## src/rtl/escalonador_display_erros.sv

```systemverilog
// Shares one multiplexed 7-segment display among four latched error sources.
// Rotates round-robin through pending errors. Each message is held for a fixed
// number of full digit scans, or until the operator acknowledges it.
module escalonador_display_erros #(
  parameter int REFRESH_DIV = 50000,
  parameter int HOLD_SCANS  = 250
) (
  input  logic       clock,
  input  logic       reset,
  input  logic [3:0] erro,
  input  logic       limpar,
  output logic       saida1Contador,
  output logic       saida2Contador,
  output logic [3:0] anodo,
  output logic [1:0] mensagem,
  output logic       ativo,
  output logic [3:0] pendentes
);

  localparam int PW = (REFRESH_DIV > 2) ? $clog2(REFRESH_DIV) : 1;
  localparam int SW = (HOLD_SCANS > 1) ? $clog2(HOLD_SCANS) : 1;

  localparam logic [PW-1:0] PRESC_LAST = PW'(REFRESH_DIV - 1);
  localparam logic [SW-1:0] SCAN_LAST  = SW'(HOLD_SCANS - 1);

  localparam logic [1:0] OCIOSO = 2'd0;
  localparam logic [1:0] TROCA  = 2'd1;
  localparam logic [1:0] EXIBE  = 2'd2;

  logic [1:0]    state_q, state_d;
  logic [3:0]    pend_q, pend_d;
  logic [1:0]    msg_q, msg_d;
  logic [1:0]    next_msg;
  logic [PW-1:0] presc_q, presc_d;
  logic [1:0]    digit_q, digit_d;
  logic [SW-1:0] scan_q, scan_d;
  logic [3:0]    anodo_q, anodo_d;
  logic          ativo_q, ativo_d;

  // Pending latch per source: a raw error sets the bit (and wins over an
  // acknowledge); an acknowledge only clears the bit of the message on screen.
  genvar gi;
  generate
    for (gi = 0; gi < 4; gi++) begin : g_pend
      assign pend_d[gi] = erro[gi] |
                          (pend_q[gi] & ~(limpar & (state_q == EXIBE) & (msg_q == 2'(gi))));
    end
  endgenerate

  // Round-robin search starting just after the current message, ending on it.
  always_comb begin
    logic       found;
    logic [1:0] idx;
    next_msg = msg_q;
    found    = 1'b0;
    idx      = 2'd0;
    for (int j = 1; j <= 4; j++) begin
      idx = msg_q + 2'(j);
      if (!found && pend_q[idx]) begin
        next_msg = idx;
        found    = 1'b1;
      end
    end
  end

  // Next-state, scan counters and registered display outputs.
  always_comb begin
    state_d = state_q;
    msg_d   = msg_q;
    presc_d = '0;
    digit_d = '0;
    scan_d  = '0;
    case (state_q)
      OCIOSO: begin
        if (|pend_q) state_d = TROCA;
      end
      TROCA: begin
        if (|pend_q) begin
          state_d = EXIBE;
          msg_d   = next_msg;
        end else begin
          state_d = OCIOSO;
        end
      end
      EXIBE: begin
        if (!pend_q[msg_q]) begin
          // Message acknowledged: leave immediately; counters restart at zero.
          state_d = TROCA;
        end else begin
          presc_d = presc_q + 1'b1;
          digit_d = digit_q;
          scan_d  = scan_q;
          if (presc_q == PRESC_LAST) begin
            presc_d = '0;
            digit_d = digit_q + 2'd1;
            if (digit_q == 2'd3) begin
              scan_d = scan_q + 1'b1;
              if (scan_q == SCAN_LAST) begin
                scan_d  = '0;
                state_d = TROCA;
              end
            end
          end
        end
      end
      default: state_d = OCIOSO;
    endcase
    ativo_d = (state_d == EXIBE);
    anodo_d = (state_d == EXIBE) ? ~(4'b0001 << digit_d) : 4'b1111;
  end

  // State and output registers with asynchronous reset.
  always_ff @(posedge clock or posedge reset) begin
    if (reset) begin
      state_q <= OCIOSO;
      pend_q  <= '0;
      msg_q   <= 2'b11;
      presc_q <= '0;
      digit_q <= '0;
      scan_q  <= '0;
      anodo_q <= 4'b1111;
      ativo_q <= 1'b0;
    end else begin
      state_q <= state_d;
      pend_q  <= pend_d;
      msg_q   <= msg_d;
      presc_q <= presc_d;
      digit_q <= digit_d;
      scan_q  <= scan_d;
      anodo_q <= anodo_d;
      ativo_q <= ativo_d;
    end
  end

  assign saida1Contador = digit_q[1];
  assign saida2Contador = digit_q[0];
  assign anodo          = anodo_q;
  assign mensagem       = msg_q;
  assign ativo          = ativo_q;
  assign pendentes      = pend_q;

endmodule

```

## config.mk

```make
export PLATFORM = sky130hd
export DESIGN_NAME = escalonador_display_erros
export DESIGN_NICKNAME = d
export VERILOG_FILES = /design/src/rtl/escalonador_display_erros.sv
export SDC_FILE = /design/constraint.sdc
export NUM_CORES = 1
export LEC_CHECK = 0
export CORE_MARGIN = 2
export CORE_UTILIZATION = 35
export DETAILED_ROUTE_END_ITERATION = 16
export HOLD_SLACK_MARGIN = 0.08
export PLACE_DENSITY = 0.51
export SYNTH_ARGS = -nofsm -noshare
export SYNTH_HDL_FRONTEND = slang
export SYNTH_SLANG_ARGS = --single-unit
```

## constraint.sdc

```tcl
create_clock -name clock -period 4.2 [get_ports clock]
set_input_delay 0.84 -clock clock [delete_from_list [all_inputs] [get_ports clock]]
set_output_delay 0.84 -clock clock [all_outputs]
set_load 0.05 [all_outputs]
```

==> Word-level counts from Yosys, hierarchy flattened <==
Index checks and enable logic that the tools add are counted.
Widths: inputs -> output; s select.
{ "op_classes": {"add_sub_neg": 6, "order_cmp": 4, "n_eq_ne": 11, "shifts": 1, "mux": 33, "n_bitwise": 19, "n_reduce_logical": 12} }
{ "ops": {"columns": ["op", "count"], "rows": [
  ["$mux 16", 3],
  ["$mux 8", 5],
  ["$mux 2", 12],
  ["$add 16x1->16 const B", 1],
  ["$eq 16x16->1 const B", 1],
  ["$lt 2x3->1 const B", 4],
  ["$eq 2x2->1 const B", 5],
  ["$and 1x1->1", 9],
  ["$add 8x1->8 const B", 1],
  ["$bmux 1 s2", 4],
  ["$eq 8x8->1 const B", 1],
  ["$mux 1", 7],
  ["$ne 3x2->1 const B", 2],
  ["$pmux 2 s3", 1],
  ["$not 1->1", 5],
  ["$add 2x1->2 const B", 2],
  ["$add 2x2->2 const B", 2],
  ["$eq 2x1->1 const B", 2],
  ["$logic_not 2->1", 2],
  ["$mux 4", 1],
  ["$not 4->4", 1],
  ["$or 1x1->1", 4],
  ["$reduce_and 4->1", 1],
  ["$reduce_or 4->1", 1],
  ["5 further kinds", 9]
]} }
{ "totals": {"register_bits": 39, "in_bits": 7, "out_inout_bits": 13, "word_cells": 94} }

==> Depth between registers and ports, before layout <==
Gate-level depths: netlist (run 1).
{ "depth": {"depth_word": 14, "ltp_mapped": 8, "ltp_nobuf": 7} }

==> Least setup slack after synthesis (run 1) <==
No wires, ideal clock.
{ "synth_path": {"kind": "register to register", "start": "register msg_q[0] (netlist: mensagem[0])", "end": "register anodo_q[0] (netlist: anodo[0])", "setup_ns": 0.088, "t_arrival_ns": 2.083, "t_required_ns": 4.112, "slack_ns": 2.029, "path_stages_with_launch": 7, "n_path_buf": 2, "period_less_slack_ns": 2.171, "path_cell_list": "dfstp_2 -> buf_6 -> mux4_2 -> nand2_2 -> buf_2 -> nor2_1 -> or3b_1"} }
{ "synth_via": {"elab_chain_cells": 7, "elab_cells_between_ends": 10, "cone_classes": "eq/ne: 1; shift: 1; mux: 7; bitwise: 1"} }
{ "synth_lines": {"columns": ["item", "line_no", "rtl"], "rows": [
  ["start, declared", "32", "logic [1:0] msg_q, msg_d;"],
  ["start signal, assigned", "126", "msg_q <= msg_d;"],
  ["$bmux 1 s2", "86", "if (!pend_q[msg_q]) begin"],
  ["$mux 1 (implied by the code)", "86", null],
  ["$mux 2", "86", null],
  ["$mux 2", "73", "case (state_q)"],
  ["net digit_d[1]", "35", "logic [1:0] digit_q, digit_d;"],
  ["$shl 1x2->4", "109", "anodo_d = (state_d == EXIBE) ? ~(4'b0001 << digit_d) : 4'b1111;"],
  ["$not 4->4", "109", null],
  ["$mux 4", "109", null],
  ["net anodo_d[0]", "37", "logic [3:0] anodo_q, anodo_d;"],
  ["end signal, assigned", "130", "anodo_q <= anodo_d;"],
  ["end, declared", "37", null]
]} }
The timed path passes the listed nets, and every way through them passes these cells. The select of a mux whose other input is x is not followed.
A chain may end at the register's enable or synchronous reset.

==> Worst setup path after layout (run 1) <==
{ "layout_path": {"start": "register msg_q[0] (netlist: mensagem[0])", "end": "output port mensagem[0]"} }
{ "layout_lines": {"columns": ["item", "line_no", "rtl"], "rows": [
  ["end, declared", "15", "output logic [1:0] mensagem,"]
]} }
No word-level cell between the ends.

==> metrics.md, run 1 <==
| Metric | Value |
|---|---|
| Hold Crit Class | `flop to flop` |
| Routed wire per std cell | `~13 um` |
| Final Setup Violations | `0` |
| Max FO, Critical Path | `10` |
| Post-cts sizing count | `0` |
| Routed wire length | `about 3800 um` |
| Number of vias per cell | `4.884` |
| Worst slew margin | `0.5908` |
| Via Count | `1436` |
| Synthesis-to-layout area growth | `16.74%` |
| Pwr/cell area | `roughly 490 mW/mm^2` |
| Syn. warnings | `0` |
| Largest net degree at the start of global routing | `40` |
| Global-route wire length before repair | `6458 um` |
| Pleak | `just under 1 nW` |
| Required time of the critical path | `3360 ps` |
| Hpwl dp | `about 2700 um` |
| R2r endpoint | `mensagem[0]` |
| Ports | `20` |
| Avg Inst Size Synth | `approximately 11 um^2` |
| H-tree depth | `2` |
| CP Buf/Inv Count | `1` |
| FF-to-FF Start | `mensagem[0]` |
| Layout cells sized above 1 | `0.1142` |
| Post-CTS setup buffer count | `0` |
| CP Depth | `1` |
| Chip Width | `80.92 um` |
| Max Freq | `382.5 MHz` |
| Post-route DRC violation count | `0` |
| Initial Util | `0.3561` |
| CTS Hold Bufs | `0` |
| Hold path start | `presc_q[0]` |
| Final Hold Viols | `0` |
| CTS tree | `done` |
| Max rail drop VDD | `0.2184 mV` |
| Crit-path slowest cell | `clkdlybuf4s50_1` |
| Hold endpoint | `presc_q[0]` |
| Sequential share of the synthesized area | `0.4749` |
| IO Port Bufs | `19` |
| Maxcap violations | `0` |
| Final min period | `2614 ps` |
| Tightest Pin Transition | `608.1 ps` |
| Outcome | `finished clean` |
| Area of the die | `around 0.0065 mm^2` |
| CP top delay family | `buffers and inverters` |
| Startpoint Class | `flop` |
| Post-synth EDFFs | `0` |
| Vias in the first global route | `1358` |
| CP endpoint kind | `primary output` |
| Crit path kind | `flop to primary output` |
| Worst-path cell chain | `clkdlybuf4s50_1` |
| Dominant synthesized flop cell | `dfrtp_1` |
| CTS Buffer Depth | `2` |
| Clock tree root driver cell | `clkbuf_8` |
| Final Cycle Share | `0.6225` |
| Worst r2r path cells | `6` |
| Clock latency on the worst-skew pair | `280 ps` |
| Die Ht | `80.92 um` |
| Critical Path Max Stage Delay | `840 ps` |
| DR pass1 iterations | `4` |
| Core ar. | `roughly 0.0058 mm^2` |
| Antenna cells | `0` |
| Setup TNS Final | `0 ps` |
| Clk sink count | `39` |
| Synth Register Bits | `39` |
| Final Skew | `7.547 ps` |
| R2r setup slk | `2060 ps` |
| Asr flop ratio synth | `1.000` |
| Nets | `233` |
| CTS Buf Count | `5` |
| Clock Pin Slew Worst Setup and Hold Paths | `70 ps` |
| Hold depth | `1` |
| Syn_nets | `211` |
| Final Slew Violations | `0` |
| Core Rows | `28` |
| GPL Wtd Cong | `0.7684` |
| Synth cell types | `46` |
| Fin util | `0.4157` |
| Mapped cell area | `0.002071 mm^2` |
| Starting DRC count in detailed routing | `80` |
| Gr usage total | `0.1269` |
| RSZ-0062 raised after global routing | `false` |
| Grt ovf | `0` |
| Post-route ant nets | `0` |
| Initial antenna violation count | `0` |
| Crit path DAT | `roughly 1800 ps` |
| Post-Synthesis Cells | `196` |
| Min Hold Slack | `480.2 ps` |
## per-stage QoR
step                      setup WS [ps]  std cells  power, mW  area (um^2)
final                              1586        294      1.180         2417
after global routing               1518        294      1.267         2417
after CTS                          1567        294      1.202         2417
after detailed placement           1884        286     0.9316         2326
after global placement             1897        286     0.9314         2326
after floorplan                    2029        196     0.8360         2071
## synth_stat cells, drive strengths merged (2+ instances only)
cell type | instances | area share
dfrtp | 33 | 0.40
nor2 | 32 | 0.059
nand2 | 16 | 0.030
xor2 | 13 | 0.055
nand3 | 10 | 0.024
ha | 8 | 0.048
xnor2 | 8 | 0.034
dfstp | 6 | 0.076
inv | 6 | 0.011
a21o | 5 | 0.018
a21oi | 5 | 0.012
nand4 | 5 | 0.015
buf | 4 | 0.016
nor3 | 4 | 0.0097
mux2i | 3 | 0.015
mux4 | 3 | 0.036
o21ai | 3 | 0.0072
a22oi | 2 | 0.014
and2 | 2 | 0.0060
and3 | 2 | 0.0060
and4 | 2 | 0.0097
and4bb | 2 | 0.012
mux2 | 2 | 0.011
nand3b | 2 | 0.0072
nor4 | 2 | 0.0060
o21bai | 2 | 0.0072
or4 | 2 | 0.0072
## routing by layer
layer,global-route usage,part of all wire,vias up
met1,0.1816,0.51,687
met3,0.03778,0.029,4
met4,0.02542,0.0082,0
li1,-,-,727
met2,0.1909,0.45,18
met5,0,0,-
## kinds of logic after synthesis
kind of cell	share of synthesized area
XOR/XNOR	0.08882
adder cells (fa/ha/maj)	0.04834
AND/OR/NAND/NOR	0.2145
buffers and inverters	0.02840
AO/OA/AOI/OAI	0.08339
flip-flops	0.4749
multiplexers	0.06163
## sequential cells by signal, indices dropped and copies added, names as in the netlist
name       cells
anodo          4
ativo          1
digit_q        2
mensagem       2
pendentes      4
presc_q       16
scan_q         8
state_q        2
## final cells by class
class,count,area [um^2]
Tap cell,75,93.84
Clock inverter,1,5.005
Clock buffer,7,86.33
Multi-Input combinational cell,146,1028
Fill cell,598,3398
Sequential cell,39,983.4
Inverter,6,22.52
Timing Repair Buffer,20,197.7
## power breakdown
group / internal [mW] / switching (mW) / total [mW]
combinational: 0.159 / 0.262 / 0.421
sequential: 0.431 / 0.0659 / 0.497
clock: 0.133 / 0.129 / 0.261
total: 0.723 / 0.457 / 1.18
## cells in the final DEF (no fill, tap or decap), types with 2 or more instances in the layout
| cell | count |
|---|---|
| a21o_1 | 5 |
| a21oi_1 | 5 |
| and2_1 | 2 |
| and3_1 | 2 |
| clkbuf_8 | 6 |
| clkdlybuf4s50_1 | 19 |
| dfrtp_1 | 33 |
| dfstp_2 | 6 |
| ha_1 | 8 |
| inv_1 | 6 |
| mux2_2 | 2 |
| mux2i_1 | 3 |
| mux4_1 | 2 |
| nand2_1 | 15 |
| nand3_1 | 10 |
| nand3b_1 | 2 |
| nand4_1 | 5 |
| nor2_1 | 31 |
| nor3_1 | 4 |
| nor4_1 | 2 |
| o21ai_0 | 3 |
| o21bai_1 | 2 |
| or4_1 | 2 |
| xnor2_1 | 8 |
| xor2_1 | 13 |
## worst max-delay path by stage
stage / endpoint / startpoint / slack (ps)
final: mensagem[0] / mensagem[0] / 1590
after global placement: mensagem[0] / mensagem[0] / 1900
after CTS: mensagem[0] / mensagem[0] / 1570
after detailed placement: mensagem[0] / mensagem[0] / 1880
after global routing: mensagem[0] / mensagem[0] / 1520
after floorplan: anodo[0] / mensagem[0] / 2030
(Power assumes the default switching activity.)
==> run 2: changes to the inputs <==
==> constraint.sdc (replaced) <==
create_clock -name clock -period 2.5 [get_ports clock]
set_input_delay 0.5 -clock clock [delete_from_list [all_inputs] [get_ports clock]]
set_output_delay 0.5 -clock clock [all_outputs]
set_load 0.05 [all_outputs]
==> run 2 against run 1 <==
  * Final area up 0.62%
  * Setup slack got worse by 1400 ps
  * First-iteration DRC count up 8.8%
  * Clock power increased by 68%
  * Utilization increased by 0.26 points
  * Hold slack worse by 5.7 ps
  * Sequential share of layout area fell by 0.25 points
  * Sequential cell count unchanged
  * Largest power group unchanged
==> metrics.md, run 2 (same netlist as run 1, synthesis figures left out) <==
| Metric | Value |
|---|---|
| Outcome | `finished clean` |
| Biggest registers after layout | `presc_q (16), scan_q (8)` |
| Nets | `235` |
| Largest register FFs | `16` |
| CP Buf/Inv Count | `1` |
| Routed wire per std cell | `roughly 13 um` |
| Global-route wire length before repair | `6713 um` |
| Final Cycle Share | `0.9204` |
| Final Slew Violations | `0` |
| Core ar. | `0.005816 mm^2` |
| Required time of the critical path | `~2000 ps` |
| Crit path DAT | `1800 ps` |
| CP top delay family | `buffers and inverters` |
| Synthesis-to-layout area growth | `17.46%` |
| Critical Path Max Stage Delay | `850 ps` |
| Max Freq | `434.6 MHz` |
| Setup TNS Final | `0 ps` |
| Final Hold Viols | `0` |
| Most frequent cells in the layout | `dfrtp_1, nor2_1, clkdlybuf4s50_1, nand2_1, xor2_1` |
| CTS tree | `done` |
| Largest net degree at the start of global routing | `40` |
| Core Rows | `28` |
| Initial Util | `0.3561` |
| Worst-path cell chain | `clkdlybuf4s50_1` |
| Pleak | `0.9761 nW` |
| Clock tree root driver cell | `clkbuf_8` |
| Max FO, Critical Path | `10` |
| Clock latency on the worst-skew pair | `290 ps` |
| Starting DRC count in detailed routing | `87` |
| Chip Width | `80.92 um` |
| Multi-input logic area | `roughly 0.0010 mm^2` |
| Final Skew | `8.488 ps` |
| Maxcap violations | `0` |
| Min Hold Slack | `474.6 ps` |
| Hpwl dp | `2774 um` |
| Crit-path slowest cell | `clkdlybuf4s50_1` |
| Gr usage total | `0.1347` |
| Grt ovf | `0` |
| CTS Buffer Depth | `2` |
| Post-cts sizing count | `0` |
| Die Ht | `80.92 um` |
| Fin util | `0.4182` |
| Final min period | `2301 ps` |
| Post-route DRC violation count | `0` |
| Total power | `about 2.0 mW` |
| Worst slew margin | `0.6067` |
| Layout cells sized above 1 | `0.1222` |
| Clock Pin Slew Worst Setup and Hold Paths | `70 ps` |
| IO Port Bufs | `19` |
| Post-route ant nets | `0` |
| Area of the die | `around 0.0065 mm^2` |
| Hold Crit Class | `flop to flop` |
| Final Setup Violations | `0` |
| H-tree depth | `2` |
| Initial antenna violation count | `0` |
| Antenna cells | `0` |
| Crit path kind | `flop to primary output` |
| Commonest non-fill, non-tap cell in the layout | `dfrtp_1` |
| CTS Hold Bufs | `0` |
| Max rail drop VDD | `0.4554 mV` |
| CP endpoint kind | `primary output` |
| Pwr/cell area | `818.7 mW/mm^2` |
| Fin cells | `roughly 300` |
| GPL Wtd Cong | `0.7822` |
| Number of vias per cell | `4.861` |
| Clk sink count | `39` |
| RSZ-0062 raised after global routing | `false` |
| Startpoint Class | `flop` |
| Tightest Pin Transition | `584.5 ps` |
| Via Count | `1439` |
| Vias in the first global route | `roughly 1400` |
| Routed wire length | `3903 um` |
| CTS Buf Count | `5` |
| DR pass1 iterations | `4` |
| Largest register by flop count | `presc_q` |
| Inst Count DP | `about 290` |
| FF/Latch Area | `983.4 um^2` |
| Post-CTS setup buffer count | `0` |
| Fillcell total | `between 500 and 600` |
| Ports | `20` |
-- run 2: cell count changes in the layout (fill, tap and decap cells not counted), sizes merged --
cell / previous run / this run
buf: 1 / 3
-- run 2: cell type report --
type / instances / share of cell area
Clock buffer: 7 / 0.03549
Clock inverter: 1 / 0.002058
Inverter: 6 / 0.009259
Multi-Input combinational cell: 146 / 0.4228
Sequential cell: 39 / 0.4043
Tap cell: 75 / 0.03858
Timing Repair Buffer: 22 / 0.08745
-- run 2: final timing paths --
kind | slack, ps | to | cells after the start | start
worst min-delay path | 470 | presc_q[0] | 1 | presc_q[0]
max in group asynchronous | 1520 | anodo[3] | 3 | reset
min in group asynchronous | 620 | presc_q[2] | 3 | reset
worst max-delay path | 200 | mensagem[0] | 1 | mensagem[0]
worst max register to register | 430 | anodo[0] | 5 | mensagem[0]
worst min register to register | 470 | presc_q[0] | 1 | presc_q[0]
-- run 2: per-layer routing --
metal | vias to the layer above | track usage | share of wire
met5 | - | 0 | 0
met4 | 0 | 0.04576 | 0.012
met1 | 683 | 0.1797 | 0.50
met2 | 20 | 0.2066 | 0.45
li1 | 731 | - | -
met3 | 5 | 0.04333 | 0.036
-- run 2: where the power goes --
| group | switching [mW] | total [mW] | internal, mW | leakage, nW |
|---|---|---|---|---|
| logic | 0.434 | 0.711 | 0.277 | 0.430 |
| registers | 0.118 | 0.842 | 0.724 | 0.497 |
| clock network | 0.217 | 0.439 | 0.223 | 0.0482 |
| total | 0.768 | 1.99 | 1.22 | 0.976 |
-- run 2: through the flow --
stage / setup WS [ps] / area (um^2)
floorplan: 329.0 / 2071
global placement: 443.0 / 2341
detailed placement: 440.6 / 2341
CTS: 186.4 / 2432
global route: 143.7 / 2432
finish: 199.0 / 2432
==> run 3: changes to the inputs <==
--- a/config.mk
+++ b/config.mk
@@ -8,7 +8,7 @@
 export CORE_MARGIN = 2
 export CORE_UTILIZATION = 35
 export DETAILED_ROUTE_END_ITERATION = 16
-export HOLD_SLACK_MARGIN = 0.08
+export HOLD_SLACK_MARGIN = 0.03
 export PLACE_DENSITY = 0.51
 export SYNTH_ARGS = -nofsm -noshare
 export SYNTH_HDL_FRONTEND = slang
==> results of run 3 <==
No change in the layout: final DEF, timing and power equal those of run 2.
